==> src/rtl/ccff_bitstream_loader.sv <==
// ccff_bitstream_loader: serialises a byte stream onto the LUT configuration chain
// and drives prog_clk, prog_rst and ccff_done. Optional readback: define CCFF_READBACK_EN.
module ccff_bitstream_loader #(
    parameter int CHAIN_LEN  = 18,
    parameter int RST_CYCLES = 4,
    parameter int CNT_W      = 16
) (
    input  logic       clk,
    input  logic       rst,
    input  logic       start,
    input  logic [7:0] cfg_data,
    input  logic       cfg_valid,
    output logic       cfg_ready,
    output logic       ccff_head,
    input  logic       ccff_tail,
    output logic       prog_clk,
    output logic       prog_rst,
    output logic       ccff_done,
    output logic       busy,
    output logic       load_done
`ifdef CCFF_READBACK_EN
    ,
    output logic [7:0] rb_data,
    output logic       rb_valid
`endif
);

    typedef enum logic [2:0] {
        IDLE,
        CRST,
        FETCH,
        SLO,
        SHI,
        FIN
    } state_t;

    localparam logic [CNT_W-1:0] CHAIN_LEN_C = CNT_W'(CHAIN_LEN);
    localparam logic [CNT_W-1:0] RST_LAST    = CNT_W'(RST_CYCLES - 1);

    state_t           state;
    state_t           state_nxt;
    logic [7:0]       shreg;
    logic [7:0]       shreg_nxt;
    logic [CNT_W-1:0] bit_cnt;
    logic [CNT_W-1:0] bit_cnt_nxt;
    logic [3:0]       bits_in_byte;
    logic [3:0]       bits_nxt;
    logic [CNT_W-1:0] rst_cnt;
    logic [CNT_W-1:0] rst_cnt_nxt;

    always_comb begin
        state_nxt   = state;
        shreg_nxt   = shreg;
        bit_cnt_nxt = bit_cnt;
        bits_nxt    = bits_in_byte;
        rst_cnt_nxt = rst_cnt;
        case (state)
            IDLE: begin
                if (start) begin
                    state_nxt   = CRST;
                    bit_cnt_nxt = '0;
                    bits_nxt    = '0;
                    rst_cnt_nxt = '0;
                end
            end
            CRST: begin
                if (rst_cnt == RST_LAST) begin
                    state_nxt = FETCH;
                end else begin
                    rst_cnt_nxt = rst_cnt + CNT_W'(1);
                end
            end
            FETCH: begin
                if (cfg_valid && cfg_ready) begin
                    shreg_nxt = cfg_data;
                    bits_nxt  = 4'd8;
                    state_nxt = SLO;
                end
            end
            SLO: begin
                state_nxt = SHI;
            end
            SHI: begin
                shreg_nxt   = {shreg[6:0], 1'b0};
                bit_cnt_nxt = bit_cnt + CNT_W'(1);
                bits_nxt    = bits_in_byte - 4'd1;
                // Chain length wins over byte exhaustion so a partial last byte ends the load.
                if (bit_cnt_nxt == CHAIN_LEN_C) begin
                    state_nxt = FIN;
                end else if (bits_nxt == 4'd0) begin
                    state_nxt = FETCH;
                end else begin
                    state_nxt = SLO;
                end
            end
            FIN: begin
                state_nxt = IDLE;
            end
            default: begin
                state_nxt = IDLE;
            end
        endcase
    end

    // Outputs are registered from the next state so they line up with the state they describe.
    always_ff @(posedge clk) begin
        if (!rst) begin
            state        <= IDLE;
            shreg        <= '0;
            bit_cnt      <= '0;
            bits_in_byte <= '0;
            rst_cnt      <= '0;
            cfg_ready    <= 1'b0;
            ccff_head    <= 1'b0;
            prog_clk     <= 1'b0;
            prog_rst     <= 1'b0;
            ccff_done    <= 1'b0;
            busy         <= 1'b0;
            load_done    <= 1'b0;
        end else begin
            state        <= state_nxt;
            shreg        <= shreg_nxt;
            bit_cnt      <= bit_cnt_nxt;
            bits_in_byte <= bits_nxt;
            rst_cnt      <= rst_cnt_nxt;
            cfg_ready    <= (state_nxt == FETCH);
            prog_clk     <= (state_nxt == SHI);
            prog_rst     <= (state_nxt != CRST);
            ccff_done    <= (state_nxt == SLO) || (state_nxt == SHI);
            busy         <= (state_nxt != IDLE);
            load_done    <= (state_nxt == FIN);
            if (state_nxt == SLO) begin
                ccff_head <= shreg_nxt[7];
            end
        end
    end

`ifdef CCFF_READBACK_EN
    logic [6:0] rb_shreg;
    logic [3:0] rb_cnt;
    logic [7:0] rb_word;
    logic [3:0] rb_cnt_inc;
    logic       rb_last;

    always_comb begin
        rb_word    = {rb_shreg, ccff_tail};
        rb_cnt_inc = rb_cnt + 4'd1;
        rb_last    = (rb_cnt_inc == 4'd8) || ((bit_cnt + CNT_W'(1)) == CHAIN_LEN_C);
    end

    // ccff_tail is captured on the edge that raises prog_clk, before the chain shifts.
    always_ff @(posedge clk) begin
        if (!rst) begin
            rb_shreg <= '0;
            rb_cnt   <= '0;
            rb_data  <= '0;
            rb_valid <= 1'b0;
        end else begin
            rb_valid <= 1'b0;
            if (state == IDLE && start) begin
                rb_shreg <= '0;
                rb_cnt   <= '0;
            end else if (state == SLO) begin
                if (rb_last) begin
                    rb_data  <= rb_word << (4'd8 - rb_cnt_inc);
                    rb_valid <= 1'b1;
                    rb_shreg <= '0;
                    rb_cnt   <= '0;
                end else begin
                    rb_shreg <= rb_word[6:0];
                    rb_cnt   <= rb_cnt_inc;
                end
            end
        end
    end
`else
    logic tail_unused;
    assign tail_unused = ccff_tail;
`endif

endmodule

==> config.mk <==
export PLATFORM = sky130hd
export DESIGN_NAME = ccff_bitstream_loader
export DESIGN_NICKNAME = d
export VERILOG_FILES = /design/src/rtl/ccff_bitstream_loader.sv
export SDC_FILE = /design/constraint.sdc
export NUM_CORES = 1
export LEC_CHECK = 0
export CAP_MARGIN = 20
export CORE_MARGIN = 10
export CORE_UTILIZATION = 58
export DETAILED_ROUTE_END_ITERATION = 10
export GPL_TIMING_DRIVEN = 0
export PLACE_DENSITY = 0.79
export REMOVE_ABC_BUFFERS = 1
export SETUP_SLACK_MARGIN = 0.02
export SLEW_MARGIN = 20
export SYNTH_ARGS = -nofsm -noshare
export SYNTH_HDL_FRONTEND = slang
export SYNTH_SLANG_ARGS = --single-unit
==> constraint.sdc <==
create_clock -name clk -period 2.8 [get_ports clk]
set_input_delay 0.7 -clock clk [delete_from_list [all_inputs] [get_ports clk]]
set_output_delay 0.7 -clock clk [all_outputs]
set_load 0.1 [all_outputs]
==> Yosys cells after proc, flatten, opt, wreduce, memory -nomap -nowiden <==
Index checks and enable logic that the tools add are counted.
{ "word_totals": {"wordCells": 58, "output_inout_bits": 7, "register_bits": 54} }
{ "op_classes": {"eq_ne": 14, "n_mux": 15, "reduce_logical": 13, "n_addsub": 3} }
{ "op_table": {"columns": ["op", "count"], "rows": [
  ["one-hot mux 16 bit (2 select lines)", 2],
  ["adder 16 x 1 -> 16 bit, second input constant", 2],
  ["two-way mux 16 bit", 2],
  ["equality test 16 x 2 -> 1 bit, second input constant", 1],
  ["equality test 16 x 5 -> 1 bit, second input constant", 1],
  ["one-hot mux 8 bit (2 select lines)", 1],
  ["one-hot mux 3 bit (5 select lines)", 1],
  ["equality test 3 x 2 -> 1 bit, second input constant", 4],
  ["two-way mux 3 bit", 4],
  ["one-hot mux 4 bit (3 select lines)", 1],
  ["equality test 3 bit, second input constant", 3],
  ["two-way mux 4 bit", 2],
  ["two-way mux 8 bit", 1],
  ["inequality test 2 bit, second input constant", 3],
  ["AND reduction 3 bit", 2],
  ["nonzero test 2 bit", 3],
  ["nonzero test 3 bit", 2],
  ["zero test 4 bit", 1],
  ["AND reduction 2 bit", 2],
  ["subtractor 4 x 1 -> 4 bit, second input constant", 1],
  ["equality test 3 x 1 -> 1 bit, second input constant", 1],
  ["zero test 3 bit", 1],
  ["inequality test 3 x 1 -> 1 bit, second input constant", 1],
  ["logical AND 1 bit", 1],
  ["other kinds (2)", 2]
]} }

==> Longest topological paths before layout <==
{ "depth": {"ltp_word": 7, "mapped_depth": 8, "ltp_nobuf": 8} }

==> Worst setup path before layout <==
Ideal clock, no wire load.
{ "synth_path": {"kind": "flip-flop to flip-flop", "from": "register bit_cnt[0]", "to": "register ccff_head", "slack_ns": 0.630, "arrival_time_ns": 2.049, "path_stages_with_launch": 8, "cell_sequence": "dfxtp_1 ha_1 nand4_2 nor4_4 and3_1 o2111ai_4 o21ai_2 mux2_4"} }
{ "synth_between": {"elab_chain_len": 5} }
{ "synth_rtl": {"columns": ["item", "line_no", "source"], "rows": [
  ["start, declared", "44", "logic [CNT_W-1:0] bit_cnt;"],
  ["start signal, assigned", "123", "bit_cnt <= bit_cnt_nxt;"],
  ["adder 16 x 1 -> 16 bit", "85", "bit_cnt_nxt = bit_cnt + CNT_W'(1);"],
  ["equality test 16 x 5 -> 1 bit", "88", "if (bit_cnt_nxt == CHAIN_LEN_C) begin"],
  ["two-way mux 3 bit", "88", null],
  ["one-hot mux 3 bit (5 select lines)", "57", "case (state)"],
  ["equality test 3 x 2 -> 1 bit", "132", "if (state_nxt == SLO) begin"],
  ["end signal, assigned", "133", "ccff_head <= shreg_nxt[7];"],
  ["end, declared", "14", "output logic ccff_head,"]
]} }
Every way passes these cells.
A chain may end at the register's enable or synchronous reset.

==> Worst setup path in the final report <==
{ "layout_path": {"from": "register ccff_head", "to": "output ccff_head"} }
No word-level cell between the ends.

==> flow_summary_export.csv <==
group,metric,value,unit
outcome,outcome,"completed",
routing,firstDrtPassIters,4,
layout,nFillCells,408,
floorplanning,die_y,90.0,um
sta,slew_headroom,0.348,
critical_path,reg2reg_depth,7,
critical_path,crit_slowest_cell,"clkdlybuf4s50_1",
critical_path,critPathBufInv,1,
cts,cts_buffers,5,
floorplanning,start_util,0.602,
sta,setup_viol,0,
synth,synth-async-reset-ratio,0,
sta,max_freq,403,MHz
power,max-vdd-ir-drop,240,uV
layout,final_core_util,0.659,
cts,cts-root-buf,"clkbuf_8",
sta,fin_crit_sh,0.885,
placement,pre_cts_slack,-0.0990,ns
hold_path,worstHoldPathType,"flip-flop to flip-flop",
sta,fin_ws,0.321,ns
critical_path,crit_path_max_incr_delay,1.13,ns
synth,syn_inst,335,
layout,antenna_cells,0,
synth,synth_compound_area_frac,0.182,
layout,seqCellArea,1080,sq um
routing,met2WireLength,2710,um
synth,synth_top_area_share,0.380,
cts,clk_latency,0.31,ns
synth,yosysUniqueCellTypes,58,
floorplanning,die-width,90.0,um
synth,yosys_warnings,0,
critical_path,cpLargestDelayFamily,"buffers and inverters",
cts,cts_resized,0,
synth,synthTopCellsByArea,"dfxtp_1 (38%), xnor2_1 (4.6%), nand2_1 (4.0%)",
cts,cts_tree,"built",
routing,routed_via_density,5.73,
synth,synth_xor_xnor_area_share,0.0524,
cts,cts_hold_buf,0,
hold_path,whs_path_depth,2,
grt,gr-usage-all-layers,0.144,
routing,drt_iter0_drc,147,
synth,syn_area_per_cell,8.49,sq um
cts,clock_sinks,54,
sta,drv_slew,0,
layout,drive_gt1_frac,0.0762,
placement,dp.cells,400,
routing,ant_nets,0,
critical_path,cp-end-kind,"primary output",
grt,grt_start_max_net_pins,41,
floorplanning,core-area,4720,sq um
critical_path,worstPathArrival,1.78,ns
cts,htreeDepth,2,
sta,rsz0062_at_grt,"no",
synth,synth_top_cell_by_area,"dfxtp_1",
placement,dpl-instance-area,3020,sq um
layout,synthToLayoutAreaGrowth,9.41,%
critical_path,critPathMaxFanout,2,
routing,drt_wl_total,5730,um
critical_path,critPathLaunchType,"flip-flop",
synth,synth_top_family_by_area,"simple AND/OR/NAND/NOR gates",
grt,grt_pass1_wl,10200,um
cts,post_cts_buffers,0,
sta,period_needed,2.48,ns
layout,multi_input_comb_area,1660,sq um
floorplanning,die-area,8100,sq um
power,power_density,422,nW/um^2
critical_path,cp_data_required_time,2.10,ns
job,maxCapViolCount,0,
grt,antenna_found_initial,0,
synth,synth.mux.area_fraction,0.0123,
synth,synth_edf_count,0,
sta,skew,0.0124,ns
routing,vias,2339,
cts,cts_buffer_depth,2,
routing,top_layer_used,"met4",
grt,grt_pass1_vias,2291,
synth,ys_seq_elements,54,
critical_path,crit_cells,1,
placement,dp_hpwl,3960,um
placement,port_buffers,18,
routing,met3_wirelength,235,um
synth,seq_area_frac_synth,0.380,
synth,synth_ff_type,"dfxtp_1",
synth,synthSimpleGateAreaFrac,0.314,
power,power.leakage,1.06,nW
layout,layoutNonFillerInstCount,408,
sta,worst_pin_slew,0.974,ns
cts,clk_pin_slew,0.10,ns
floorplanning,pin_count,20,
routing,drc,0,
layout,fin_area,3110,sq um
grt,gr-total-overflow,0,
placement,place_congestion,0.837,
sta,hold_violations,0,
sta,timing.hold.ws,0.469,ns
synth,netlist_area,2840,sq um
critical_path,worstSetupPathType,"flip-flop to primary output",
routing,m1WireLength,2690,um
layout,layout.nets,358,
floorplanning,rows,25,
critical_path,crit_chain,"clkdlybuf4s50_1",
synth,synthAdderAreaFrac,0.0220,
routing,route.detailed.wl_per_inst,14.0,um
-- registers in the layout, indices dropped and copies added, names as in the netlist --
register      cells
shreg             8
busy              1
rst_cnt          16
prog_clk          1
ccff_head         1
ccff_done         1
bit_cnt          16
prog_rst          1
cfg_ready         1
load_done         1
bits_in_byte      4
state             3
-- synth_stat cells (3+ instances only) --
library cell / number
dfxtp_1: 54
nand2_1: 30
nor2_1: 28
o21ai_0: 22
and2_1: 15
xnor2_1: 15
clkbuf_1: 13
nor2b_1: 10
nor3_1: 10
nor4_1: 10
a21oi_1: 9
nand3_1: 9
a22oi_1: 8
nand4_1: 8
a21boi_1: 7
a31oi_1: 7
and3_1: 7
buf_2: 6
ha_1: 5
inv_1: 5
nor4b_1: 3
o211a_1: 3
o21a_1: 3
-- cells by family (layout without fill, tap and decap cells) --
group	Yosys count	after routing
adders and majority gates	5	5
AOI/OAI and AO/OA	75	75
muxes	3	3
buffers and inverters	25	31
and+or+nand+nor	156	156
xor gates and xnor gates	17	17
DFF	54	54
-- area by class of cell --
class / count / area share
multi-input cells: 256 / 0.533
flip-flops and latches: 54 / 0.347
repair buffers: 18 / 0.0563
well taps: 67 / 0.0269
clock buffers: 5 / 0.0221
clock inverters: 3 / 0.00844
inverters: 5 / 0.00603
-- worst register-to-register path: stages (launching register included) --
cell,delay [ns]
dfxtp_1,0.44
ha_1,0.35
nand4_2,0.24
o31ai_2,0.29
nor4b_2,0.35
o2111ai_4,0.22
o21ai_2,0.18
mux2_4,0.30
-- report_power, final --
group / switching (mW) / leakage [nW] / internal [mW] / total (mW)
Combinational: 0.0597 / 0.577 / 0.0323 / 0.0920
Sequential: 0.00407 / 0.436 / 0.773 / 0.777
Clock: 0.262 / 0.0483 / 0.181 / 0.443
Total: 0.326 / 1.06 / 0.986 / 1.31
-- layer usage --
layer | GRT usage | vias to the layer above
met5 | 0 | -
met4 | 0.0491 | 0
met3 | 0.0316 | 9
met2 | 0.234 | 45
met1 | 0.184 | 1080
li1 | - | 1205
-- stage by stage --
stage	setup TNS, ns	total power [mW]
after floorplan	0	0.848
after detailed placement	-0.724	0.888
after global routing	0	1.36
after global placement	-1.17	0.887
after CTS	0	1.33
final	0	1.31
-- cells in the final DEF (no fill, tap or decap), types with 2 or more instances in the layout --
cell | netlist | layout
a21boi_1 | 7 | 7
a21oi_1 | 9 | 9
a22oi_1 | 8 | 8
a31oi_1 | 7 | 7
and2_1 | 15 | 15
and3_1 | 7 | 7
and3b_1 | 2 | 2
clkbuf_8 | 0 | 5
clkdlybuf4s50_1 | 0 | 17
clkinv_4 | 0 | 3
dfxtp_1 | 54 | 54
ha_1 | 5 | 5
inv_1 | 5 | 5
mux2i_1 | 2 | 2
nand2_1 | 30 | 30
nand2b_1 | 2 | 2
nand3_1 | 9 | 9
nand3b_1 | 2 | 2
nand4_1 | 8 | 8
nor2_1 | 28 | 28
nor2b_1 | 10 | 10
nor3_1 | 10 | 10
nor3b_1 | 2 | 2
nor4_1 | 10 | 10
nor4b_1 | 3 | 3
nor4b_2 | 2 | 2
o211a_1 | 3 | 3
o211ai_1 | 2 | 2
o21a_1 | 3 | 3
o21ai_0 | 22 | 22
o21ai_2 | 2 | 2
o31ai_1 | 2 | 2
or2_2 | 2 | 2
or3_1 | 2 | 2
or4_1 | 2 | 2
xnor2_1 | 15 | 15
xor2_1 | 2 | 2
-- final timing paths --
path	start	to	slack, ns
setup / recovery	ccff_head	ccff_head	0.32
hold / removal	shreg[4]	shreg[4]	0.47
setup reg to reg	bit_cnt[0]	ccff_head	0.34
hold reg to reg	shreg[4]	shreg[4]	0.47
(Power assumes the default switching activity.)
